`config.mk`:
```
export PLATFORM = sky130hd
export DESIGN_NAME = audio_cfg_seq
export DESIGN_NICKNAME = d
export VERILOG_FILES = /design/src/rtl/audio_cfg_seq_pkg.sv /design/src/rtl/audio_cfg_rom.sv /design/src/rtl/audio_cfg_seq.sv
export SDC_FILE = /design/constraint.sdc
export NUM_CORES = 1
export LEC_CHECK = 0
export CAP_MARGIN = 20
export CORE_MARGIN = 2
export CORE_UTILIZATION = 45
export CTS_BUF_LIST = sky130_fd_sc_hd__clkbuf_4 sky130_fd_sc_hd__clkbuf_8
export DETAILED_ROUTE_END_ITERATION = 16
export GPL_ROUTABILITY_DRIVEN = 0
export PLACE_DENSITY_LB_ADDON = 0.3
export SLEW_MARGIN = 20
export SYNTH_ARGS = -nofsm -noshare
export SYNTH_HDL_FRONTEND = slang
export SYNTH_SLANG_ARGS = --single-unit
```
`constraint.sdc`:
```
create_clock -name clk -period 3.25 [get_ports clk]
set_input_delay 0.325 -clock clk [delete_from_list [all_inputs] [get_ports clk]]
set_output_delay 0.325 -clock clk [all_outputs]
set_load 0.05 [all_outputs]
```
`src/rtl/audio_cfg_seq_pkg.sv`:
```
// Shared types and default parameter values for the audio codec configuration
// sequencer and its register table.
package audio_cfg_seq_pkg;

  typedef enum logic [2:0] {
    IDLE,
    SETUP,
    PULSE,
    HOLD,
    WAIT_HI,
    WAIT_LO,
    DONE,
    ERROR
  } state_t;

  typedef enum logic [1:0] {
    BYTE_ADDR,
    BYTE_REG,
    BYTE_DATA
  } byte_sel_t;

  localparam logic [6:0] DEF_DEV_ADDR  = 7'h1A;
  localparam int         DEF_N_ENTRIES = 11;
  localparam int         DEF_CE_HIGH   = 4;
  localparam int         DEF_TIMEOUT   = 50000;

endpackage

```
`src/rtl/audio_cfg_rom.sv`:
```
// Codec register table: {reg, data} words indexed by entry number.
// Entries beyond the programmed set read as zero.
module audio_cfg_rom (
  input  logic [3:0]  i_index,
  output logic [15:0] o_word
);

  always_comb begin
    o_word = 16'h0000;
    case (i_index)
      4'd0:    o_word = 16'h1E00;
      4'd1:    o_word = 16'h0017;
      4'd2:    o_word = 16'h0217;
      4'd3:    o_word = 16'h0479;
      4'd4:    o_word = 16'h0679;
      4'd5:    o_word = 16'h0812;
      4'd6:    o_word = 16'h0A00;
      4'd7:    o_word = 16'h0C00;
      4'd8:    o_word = 16'h0E42;
      4'd9:    o_word = 16'h1000;
      4'd10:   o_word = 16'h1201;
      default: o_word = 16'h0000;
    endcase
  end

endmodule

```
`src/rtl/audio_cfg_seq.sv`:
```
// Streams the codec register table to a byte-oriented I2C master: three bytes
// per entry, each latched by a copy-enable strobe, then waits for the transfer.
module audio_cfg_seq
  import audio_cfg_seq_pkg::*;
#(
  parameter logic [6:0] DEV_ADDR  = DEF_DEV_ADDR,
  parameter int         N_ENTRIES = DEF_N_ENTRIES,
  parameter int         CE_HIGH   = DEF_CE_HIGH,
  parameter int         TIMEOUT   = DEF_TIMEOUT
) (
  input  logic       clk,
  input  logic       reset,
  input  logic       start,
  input  logic       i2c_busy,
  output logic [7:0] i2c_din,
  output logic       i2c_copy_enable,
  output logic [3:0] index,
  output logic       done,
  output logic       error
);

  state_t      r_state, w_stateNext;
  byte_sel_t   r_byteSel, w_byteSelNext;
  logic [3:0]  r_index, w_indexNext;
  logic [15:0] r_pulseCnt, w_pulseCntNext;
  logic [15:0] r_toCnt, w_toCntNext;
  logic        r_done, w_doneNext;
  logic        r_error, w_errorNext;
  logic [7:0]  r_din, w_dinNext;
  logic        r_ce, w_ceNext;
  logic [16:0] w_toInc;
  logic        w_toExpired;
  logic [15:0] w_romWord;

  // Table is addressed by the next index so the output byte register loads
  // the correct value on the same edge the entry advances.
  audio_cfg_rom u_rom (
    .i_index (w_indexNext),
    .o_word  (w_romWord)
  );

  always_comb begin
    w_stateNext    = r_state;
    w_byteSelNext  = r_byteSel;
    w_indexNext    = r_index;
    w_pulseCntNext = r_pulseCnt;
    w_toCntNext    = r_toCnt;
    w_doneNext     = r_done;
    w_errorNext    = r_error;
    w_toInc        = {1'b0, r_toCnt} + 17'd1;
    w_toExpired    = (w_toInc == 17'(TIMEOUT));

    case (r_state)
      IDLE, DONE: begin
        if (start) begin
          w_stateNext   = SETUP;
          w_indexNext   = 4'd0;
          w_byteSelNext = BYTE_ADDR;
          w_doneNext    = 1'b0;
          w_errorNext   = 1'b0;
        end
      end
      SETUP: begin
        w_stateNext    = PULSE;
        w_pulseCntNext = 16'd0;
      end
      PULSE: begin
        if (r_pulseCnt == 16'(CE_HIGH - 1)) w_stateNext = HOLD;
        else w_pulseCntNext = r_pulseCnt + 16'd1;
      end
      HOLD: begin
        case (r_byteSel)
          BYTE_ADDR: begin
            w_byteSelNext = BYTE_REG;
            w_stateNext   = SETUP;
          end
          BYTE_REG: begin
            w_byteSelNext = BYTE_DATA;
            w_stateNext   = SETUP;
          end
          default: begin
            w_stateNext = WAIT_HI;
            w_toCntNext = 16'd0;
          end
        endcase
      end
      WAIT_HI: begin
        w_toCntNext = w_toInc[15:0];
        if (w_toExpired) begin
          w_stateNext = ERROR;
          w_errorNext = 1'b1;
        end else if (i2c_busy) begin
          w_stateNext = WAIT_LO;
        end
      end
      WAIT_LO: begin
        w_toCntNext = w_toInc[15:0];
        if (w_toExpired) begin
          w_stateNext = ERROR;
          w_errorNext = 1'b1;
        end else if (!i2c_busy) begin
          if (r_index == 4'(N_ENTRIES - 1)) begin
            w_stateNext = DONE;
            w_doneNext  = 1'b1;
          end else begin
            w_indexNext   = r_index + 4'd1;
            w_byteSelNext = BYTE_ADDR;
            w_stateNext   = SETUP;
          end
        end
      end
      ERROR: w_errorNext = 1'b1;
      default: w_stateNext = IDLE;
    endcase
  end

  // Output values derive from the next state so every port comes straight
  // from a flop; the strobe therefore cannot glitch.
  always_comb begin
    w_dinNext = 8'h00;
    w_ceNext  = (w_stateNext == PULSE);
    if (w_stateNext == SETUP || w_stateNext == PULSE || w_stateNext == HOLD) begin
      case (w_byteSelNext)
        BYTE_ADDR: w_dinNext = {DEV_ADDR, 1'b0};
        BYTE_REG:  w_dinNext = w_romWord[15:8];
        default:   w_dinNext = w_romWord[7:0];
      endcase
    end
  end

  always_ff @(posedge clk) begin
    if (reset) begin
      r_state    <= IDLE;
      r_byteSel  <= BYTE_ADDR;
      r_index    <= 4'd0;
      r_pulseCnt <= 16'd0;
      r_toCnt    <= 16'd0;
      r_done     <= 1'b0;
      r_error    <= 1'b0;
      r_din      <= 8'h00;
      r_ce       <= 1'b0;
    end else begin
      r_state    <= w_stateNext;
      r_byteSel  <= w_byteSelNext;
      r_index    <= w_indexNext;
      r_pulseCnt <= w_pulseCntNext;
      r_toCnt    <= w_toCntNext;
      r_done     <= w_doneNext;
      r_error    <= w_errorNext;
      r_din      <= w_dinNext;
      r_ce       <= w_ceNext;
    end
  end

  assign i2c_din         = r_din;
  assign i2c_copy_enable = r_ce;
  assign index           = r_index;
  assign done            = r_done;
  assign error           = r_error;

endmodule

```
==> results of run 1 <==
-- layer usage --
layer  vias up  GRT usage (%)
li1       1570              -
met1      1432           27.7
met5         -              0
met4         0           6.11
met3        11           3.42
met2        69           30.0
-- worst min-delay path: stages, from the launching register on --
cell     delay, ps
dfxtp_1        340
nand2_1         60
a21oi_1         50
-- sequential cells by signal, summed over array words and instances (netlist names) --
name             flops
done                 1
error                1
i2c_copy_enable      1
i2c_din              7
index                4
r_byteSel            2
r_pulseCnt          16
r_state              3
r_toCnt             16
-- stage by stage --
step / setup WS [ps] / cell area [um^2]
CTS: 107 / 3670
finish: 156 / 3740
detailed placement: 127 / 3590
global route: -55.2 / 3740
floorplan: 9.61 / 3270
global placement: 185 / 3590
-- cells by family after synthesis --
group	share of synthesized area, %
other cells	0.115
compound gates	22.1
xor+xnor	1.07
simple gates	32.6
fa+ha+maj	4.59
buf+inv	5.28
flops	31.2
mux	3.06
-- area by class of cell --
cell class | instances | area, um^2 | area share, %
tap | 99 | 124 | 3.31
multi-input combinational | 330 | 2100 | 56.2
clock inverter | 1 | 5.00 | 0.134
inverter | 17 | 63.8 | 1.71
sequential | 51 | 1030 | 27.5
timing repair buffer | 39 | 335 | 8.96
clock buffer | 6 | 82.6 | 2.21
-- final timing paths --
| path | end | from | depth (start not counted) | slack (ps) |
|---|---|---|---|---|
| setup / recovery | i2c_din[6]$_SDFF_PP0_ | r_toCnt[3]$_SDFFE_PP0P_ | 12 | 160 |
| hold / removal | r_pulseCnt[1]$_SDFFE_PP0P_ | r_pulseCnt[1]$_SDFFE_PP0P_ | 2 | 480 |
| setup reg to reg | i2c_din[6]$_SDFF_PP0_ | r_toCnt[3]$_SDFFE_PP0P_ | 12 | 160 |
| hold reg to reg | r_pulseCnt[1]$_SDFFE_PP0P_ | r_pulseCnt[1]$_SDFFE_PP0P_ | 2 | 480 |
-- placed cells by master, fill, tap and decap left out, types with 2 or more instances in the layout --
master	Yosys	routed
nor2_1	54	54
dfxtp_1	51	46
nand2_1	41	41
a21oi_1	37	37
buf_4	1	22
clkdlybuf4s50_1	0	17
inv_1	17	16
o21ai_0	16	16
nand3_1	15	15
nand2b_1	12	12
nor3_1	11	11
ha_1	12	11
mux2i_1	10	10
nand4_1	9	9
and3_1	10	9
nor4_1	8	8
a21o_1	7	7
and2_1	6	6
a31o_2	6	6
a211oi_1	7	6
clkbuf_8	0	6
dfxtp_2	0	5
xnor2_1	4	4
nor2b_1	4	4
o21a_1	4	4
a31oi_1	4	4
nand3b_1	3	3
o22ai_1	3	3
or3_1	4	3
o31ai_1	3	3
a311oi_1	3	3
o211ai_1	3	3
nand4_2	2	2
or3_4	1	2
nor4_2	2	2
a22oi_1	2	2
a211oi_2	1	2
-- power by group --
group | switching (uW) | total (uW) | internal [uW]
logic | 86.3 | 128 | 41.3
clock network | 207 | 375 | 168
registers | 6.17 | 640 | 634
-- timing repair --
| action | in CTS | in global routing |
|---|---|---|
| hold buffers | 0 | 0 |
| setup buffers | 0 | 5 |
| gates resized for setup | 0 | 11 |
| setup endpoints to repair | 0 | 5 |
==> metrics, run 1 <==
syn nets between 400 and 500; WL met3 294 um; minimum clock period roughly 3100 ps; VDD IR max about 0.2 mV; via count 3082; I/O Buffers 17; clock sink count 51; Max transition margin roughly 55%; Worst EP arrival 3320 ps; Highest Signal Layer met4; vias in the first global route around 2600; dominant cells by area after synthesis dfxtp_1 31%, nor2_1 6.2%, a21oi_1 5.7%, nand2_1 4.7%, ha_1 4.6%; clk_skew ~6.2 ps; wire per inst approximately 14 um; period utilization between 90 and 100%; layout cells sized above 1 between 10% and 20%; CP peak stage delay between 500 and 600 ps; Fin Setup TNS 0 ps; Clock transition at path regs approximately 90 ps; # DRC 0; final hold violation count 0; placed cell count between 500 and 600; vias per inst ~5.7; Core Area 7140 um^2; initial antenna violation count 0; FMAX ~320 MHz; CTS tree yes; register area share after synthesis a little over 30%; Yosys reg bits 51; synth warn 0; Setup Crit Path Kind reg -> reg; post-layout util between 50 and 60%; P&R area growth vs syn 14.3%; total CTS buffers 5; critical path's top delay family simple AND/OR/NAND/NOR gates; FFs w/ async S/R, synth 0%; die area about 8000 um^2; Max FO, Critical Path 8; WL met1 about 3.6 mm; post-synth top area share between 30% and 40%; DP Wirelength about 5.3 mm; Netlist cell types 64; CP cell instances nand4_4 -> nor4_2 -> xnor2_1 -> nor2_1 -> a311oi_4 -> nand2_1 -> nand3_1 -> o21a_1 -> ha_4 -> inv_1 -> or3_4 -> a311oi_2; post-route antenna net violation count 0; hold slack 479 ps; first-pass GRT wire length 12.3 mm; Avg Cell Area, Syn a little under 8 um^2; Total GRT Usage 19.5%; status finished, final reports clean; Final Setup Violations 0; crit end category flip-flop; # diodes 0; synthesized instance count around 420; cell taking the most area after synthesis dfxtp_1; CP startpoint kind flip-flop; Most used DFF post-synth dfxtp_1; DRT Wirelength roughly 7.5 mm; Final Max Tran Viols 0; I/O pin cnt 19; total grt overflow 0; final std cells w/o fill between 500 and 600; Die Y approximately 90 um; clk_lat worst skew around 300 ps; cell row count 31; CTS Root Cell clkbuf_8; PwrDens between 300 and 400 nW/um^2; total power between 1000 and 1500 uW; Iteration-0 DRC Markers 239; Filler Cell Count 713; Die Span X 89.3 um; synthesized area between 3000 and 4000 um^2; Req. time, crit path 3470 ps; DR pass1 iterations 5; Post-synth EDFFs 0; MaxCap Viol Count 0; commonest cells in the netlist 54 x nor2_1, 51 x dfxtp_1, 41 x nand2_1; count leader, synth nor2_1; H-tree depth 2; Initial Utilization a little under half; Clock Path Buffers 2; pin count of the biggest net entering global routing 21; Pleak 0.00140 uW; # nets final between 400 and 500; Buf+Inv Stages, Crit Path 1; Slew @ Worst Pin ~660 ps; met2 wire len around 3.5 mm; classification of the worst-slack hold path reg -> reg; Worst path slowest cell dfxtp_1
Note: power is estimated with default switching activity, not from simulation.
==> run 2, diff against run 1 <==
Settings changed: TNS_END_PERCENT set to 20.
==> metrics, run 2 (synthesized netlist as in run 1, its figures left out) <==
status finished, final reports clean; die area about 8000 um^2; CP peak stage delay between 500 and 600 ps; # nets final 456; Setup Crit Path Kind reg -> reg; classification of the worst-slack hold path reg -> reg; FF+latch area 1030 um^2; met2 wire len ~3.5 mm; CP cell instances nand4_4 -> nor4_2 -> xnor2_1 -> nor2_1 -> a311oi_4 -> nand2_1 -> nand3_1 -> o21a_1 -> ha_4 -> inv_1 -> or3_4 -> a311oi_2; Buf+Inv Stages, Crit Path 1; final hold violation count 0; DRT Wirelength 7.45 mm; DP Wirelength 5.29 mm; Max transition margin between 30% and 40%; FMAX around 320 MHz; wire per inst approximately 14 um; total power 1140 uW; # diodes 0; Die Span X just under 90 um; # DRC 0; WL met1 roughly 3.6 mm; commonest cells after routing, fill and taps aside 54 x nor2_1, 46 x dfxtp_1, 41 x nand2_1; post-layout util 51.9%; clk_lat worst skew roughly 300 ps; Clock Path Buffers 2; Final Max Tran Viols 0; Clock transition at path regs 90 ps; cell row count 31; Total GRT Usage 19.5%; Slew @ Worst Pin ~950 ps; Filler Cell Count 719; Die Y 89.3 um; Post-CTS Hold Buffers 0; Pleak roughly 0.0014 uW; Req. time, crit path between 3000 and 4000 ps; most common cell after layout, fill and taps aside nor2_1; first-pass GRT wire length between 10 and 15 mm; H-tree depth 2; initial antenna violation count 0; Final Setup Violations 0; Max FO, Critical Path 8; Highest Signal Layer met4; P&R area growth vs syn 13.2%; crit end category flip-flop; Worst EP arrival 3320 ps; DR pass1 iterations 5; minimum clock period between 3000 and 4000 ps; I/O pin cnt 19; clk_skew approximately 7.4 ps; period utilization 95.3%; Worst path slowest cell dfxtp_1; layout cells sized above 1 12.5%; via count a little over 3000; CTS tree yes; total CTS buffers 5; Initial Utilization 45.9%; vias per inst about 5.7; critical path's top delay family simple AND/OR/NAND/NOR gates; WL met3 ~300 um; pin count of the biggest net entering global routing 21; area of the multi-input gates between 2000 and 2500 um^2; PwrDens between 300 and 400 nW/um^2; Iteration-0 DRC Markers roughly 220; I/O Buffers 17; Core Area 7140 um^2; CTS Root Cell clkbuf_8; RSZ-0062 raised after global routing yes; total grt overflow 0; vias in the first global route 2644; clock sink count roughly 50; post-route antenna net violation count 0; MaxCap Viol Count 0; VDD IR max 0.198 mV; CP startpoint kind flip-flop
==> run 2: cell count changes in the layout (fill, tap and decap cells not counted), sizes merged <==
cell	before	now
buf	22	18
==> run 2: routing by layer <==
layer	vias to the layer above	GRT usage, %
li1	1557	-
met2	69	30.0
met1	1411	27.7
met4	0	6.11
met5	-	0
met3	9	3.42
==> run 2: path summary, 6_finish.rpt <==
| check | start | to | slack (ps) | cells past startpoint |
|---|---|---|---|---|
| worst max register to register | r_toCnt[3]$_SDFFE_PP0P_ | i2c_din[6]$_SDFF_PP0_ | 150 | 12 |
| worst min-delay path | r_pulseCnt[1]$_SDFFE_PP0P_ | r_pulseCnt[1]$_SDFFE_PP0P_ | 480 | 2 |
| worst min register to register | r_pulseCnt[1]$_SDFFE_PP0P_ | r_pulseCnt[1]$_SDFFE_PP0P_ | 480 | 2 |
| worst max-delay path | r_toCnt[3]$_SDFFE_PP0P_ | i2c_din[6]$_SDFF_PP0_ | 150 | 12 |
==> run 2: worst reg2reg max path, delay by kind of cell, from the launching register on <==
kind / cells / cell delay [ps]
adders and majority gates: 1 / 200
DFF: 1 / 510
AOI/OAI and AO/OA: 3 / 800
buffers and inverters: 1 / 50
xor gates and xnor gates: 1 / 220
and+or+nand+nor: 6 / 1230
==> run 2: what timing repair did <==
action / in CTS / in global routing
setup buffers: 0 / 1
resized for setup: 0 / 9
endpoints found under the setup margin: 0 / 5
==> run 2: where the power goes <==
group,switching (uW),internal (uW)
combinational,85.8,41.1
sequential,6.28,634
clock,206,168
==> run 2: stage by stage <==
step / TNS, ps / std cells / setup WS, ps / hold slack (ps) / instance area, um^2
after detailed placement: 0 / 531 / 127 / 466 / 3590
final: 0 / 539 / 152 / 479 / 3710
after global routing: -127 / 539 / -53.9 / 507 / 3710
after floorplan: 0 / 422 / 9.61 / 446 / 3270
after CTS: 0 / 538 / 107 / 480 / 3670
after global placement: 0 / 531 / 185 / 464 / 3590
==> run 2: final cells by class <==
class	instances	share of cell area, %
inverters	17	1.72
well taps	99	3.34
clock inverters	1	0.135
flip-flops and latches	51	27.7
multi-input cells	330	56.6
repair buffers	35	8.24
clock buffers	6	2.23
==> run 3, diff against run 2 <==
==> constraint.sdc (replaced) <==
create_clock -name clk -period 3.25 [get_ports clk]
set_input_delay 0.975 -clock clk [delete_from_list [all_inputs] [get_ports clk]]
set_output_delay 0.975 -clock clk [all_outputs]
set_load 0.05 [all_outputs]
==> metrics, run 3 (synthesized netlist as in run 1, its figures left out) <==
post-layout util 54.4%; initial antenna violation count 0; Cell Area, Placed roughly 3700 um^2; Worst EP arrival ~3300 ps; Core Area a little over 7000 um^2; r2r setup slk about 140 ps; MaxCap Viol Count 0; CTS tree yes; vias per inst ~5.6; Worst R2R End i2c_din[6]$_SDFF_PP0_; total CTS buffers 5; FMAX around 320 MHz; area of the multi-input gates between 2000 and 2500 um^2; wire per inst about 14 um; CP peak stage delay roughly 400 ps; Clock Path Buffers 2; P&R area growth vs syn 18.6%; Worst path slowest cell or3_4; final hold violation count 0; met1 usage approximately 29%; minimum clock period about 3100 ps; PwrDens 326 nW/um^2; via count 3151; DR pass1 iterations 4; post-route antenna net violation count 0; Pleak 0.00149 uW; Final Setup Violations 0; H-tree depth 2; post-route setup slack approximately 140 ps; most common cell after layout, fill and taps aside nor2_1; CP cell instances ha_1 -> and3_2 -> xnor2_1 -> o22ai_1 -> and3_1 -> a311oi_4 -> nand2_1 -> nand3_1 -> o21a_1 -> ha_1 -> inv_1 -> or3_4 -> a311oi_2; Slew @ Worst Pin 736 ps; RSZ-0062 raised after global routing yes; commonest cells after routing, fill and taps aside 54 x nor2_1, 49 x dfxtp_1, 41 x nand2_1; critical path's top delay family simple AND/OR/NAND/NOR gates; # DRC 0; # diodes 0; total grt overflow 0; DRT Wirelength a little under 8 mm; die area roughly 8000 um^2; I/O Buffers 17; clock sink count a little over 50; Max transition margin approximately half; layout cells sized above 1 16.1%; Die Span X 89.3 um; first-pass GRT wire length ~13 mm; R2R cell count 13; Buf+Inv Stages, Crit Path 1; design area a little under 4000 um^2; Total GRT Usage 20.3%; clk_skew approximately 9.1 ps; Req. time, crit path approximately 3500 ps; crit end category flip-flop; status finished, final reports clean; Hold Startpoint r_pulseCnt[15]$_SDFFE_PP0P_; Iteration-0 DRC Markers about 180; clk_lat worst skew 310 ps; CTS Root Cell clkbuf_8; WHS Endpoint r_pulseCnt[15]$_SDFFE_PP0P_; Setup Crit Path Kind reg -> reg; Die Y around 89 um; cell row count 31; Hold Path Depth 2; GRT met3 Usage ~3.2%; Worst path most repeated cell ha_1; Initial Utilization around 46%; Max FO, Critical Path 5; FF+latch area 1020 um^2; Final Max Tran Viols 0; worst reg2reg path startpoint r_toCnt[0]$_SDFFE_PP0P_; CP startpoint kind flip-flop; VDD IR max approximately 0.16 mV; most used routing layer met2; DP Wirelength roughly 5.6 mm; # nets final 476; Clock transition at path regs around 100 ps; grt met2 use 31.9%; pre-CTS setup slack -50.8 ps; period utilization a little over nine tenths; vias in the first global route between 2000 and 3000; Filler Cell Count between 700 and 800; pin count of the biggest net entering global routing 21; I/O pin cnt 19; classification of the worst-slack hold path reg -> reg
-- run 3: repair_timing --
item,in CTS,in global routing
resized for setup,0,7
buffers inserted,0,0
endpoints found under the setup margin,0,7
hold buffers,0,0
endpoints found under the hold margin,0,0
-- run 3: worst min-delay path, cell delays in order (launching register included) --
cell	delay [ps]
dfxtp_1	330
nand2_1	50
mux2i_1	60
-- run 3: through the flow --
step	hold WS, ps	TNS [ps]	power (uW)	instances
after floorplan	446	0	747	422
after global placement	460	0	795	552
after global routing	513	-139	1310	560
after CTS	485	0	1270	560
after detailed placement	465	-127	798	552
final	482	0	1270	560
-- run 3: metal layers --
metal / share of wire (%) / wire length (um) / vias to the layer above
li1: - / - / 1597
met1: 51 / 3940 / 1491
met2: 45 / 3520 / 57
met3: 3.3 / 259 / 6
met4: 0.86 / 67 / 0
met5: 0 / 0 / -
-- run 3: cell type report --
cell class              count  share of cell area [%]
clock buffers               6                    2.13
clock inverters             2                   0.999
multi-input cells         330                    53.9
well taps                  99                    3.19
inverters                  17                    1.64
repair buffers             55                    11.7
flip-flops and latches     51                    26.4
-- run 3: worst max-delay path by stage --
stage | start | to | slack [ps] | cells after the start
2_1_floorplan | r_toCnt[0]$_SDFFE_PP0P_ | i2c_din[6]$_SDFF_PP0_ | 10 | 14
3_3_place_gp | i2c_busy | r_pulseCnt[12]$_SDFFE_PP0P_ | 20 | 9
3_5_place_dp | i2c_busy | r_pulseCnt[12]$_SDFFE_PP0P_ | -50 | 10
4_1_cts | r_toCnt[1]$_SDFFE_PP0P_ | i2c_din[6]$_SDFF_PP0_ | 120 | 13
5_1_grt | r_toCnt[0]$_SDFFE_PP0P_ | i2c_din[6]$_SDFF_PP0_ | -50 | 13
6_report | r_toCnt[0]$_SDFFE_PP0P_ | i2c_din[6]$_SDFF_PP0_ | 140 | 13
-- run 3: report_power, final --
| group | total, uW | switching [uW] | internal [uW] |
|---|---|---|---|
| registers | 638 | 3.93 | 634 |
| logic | 149 | 92.7 | 56.1 |
| clock network | 479 | 225 | 254 |
| total | 1270 | 322 | 944 |
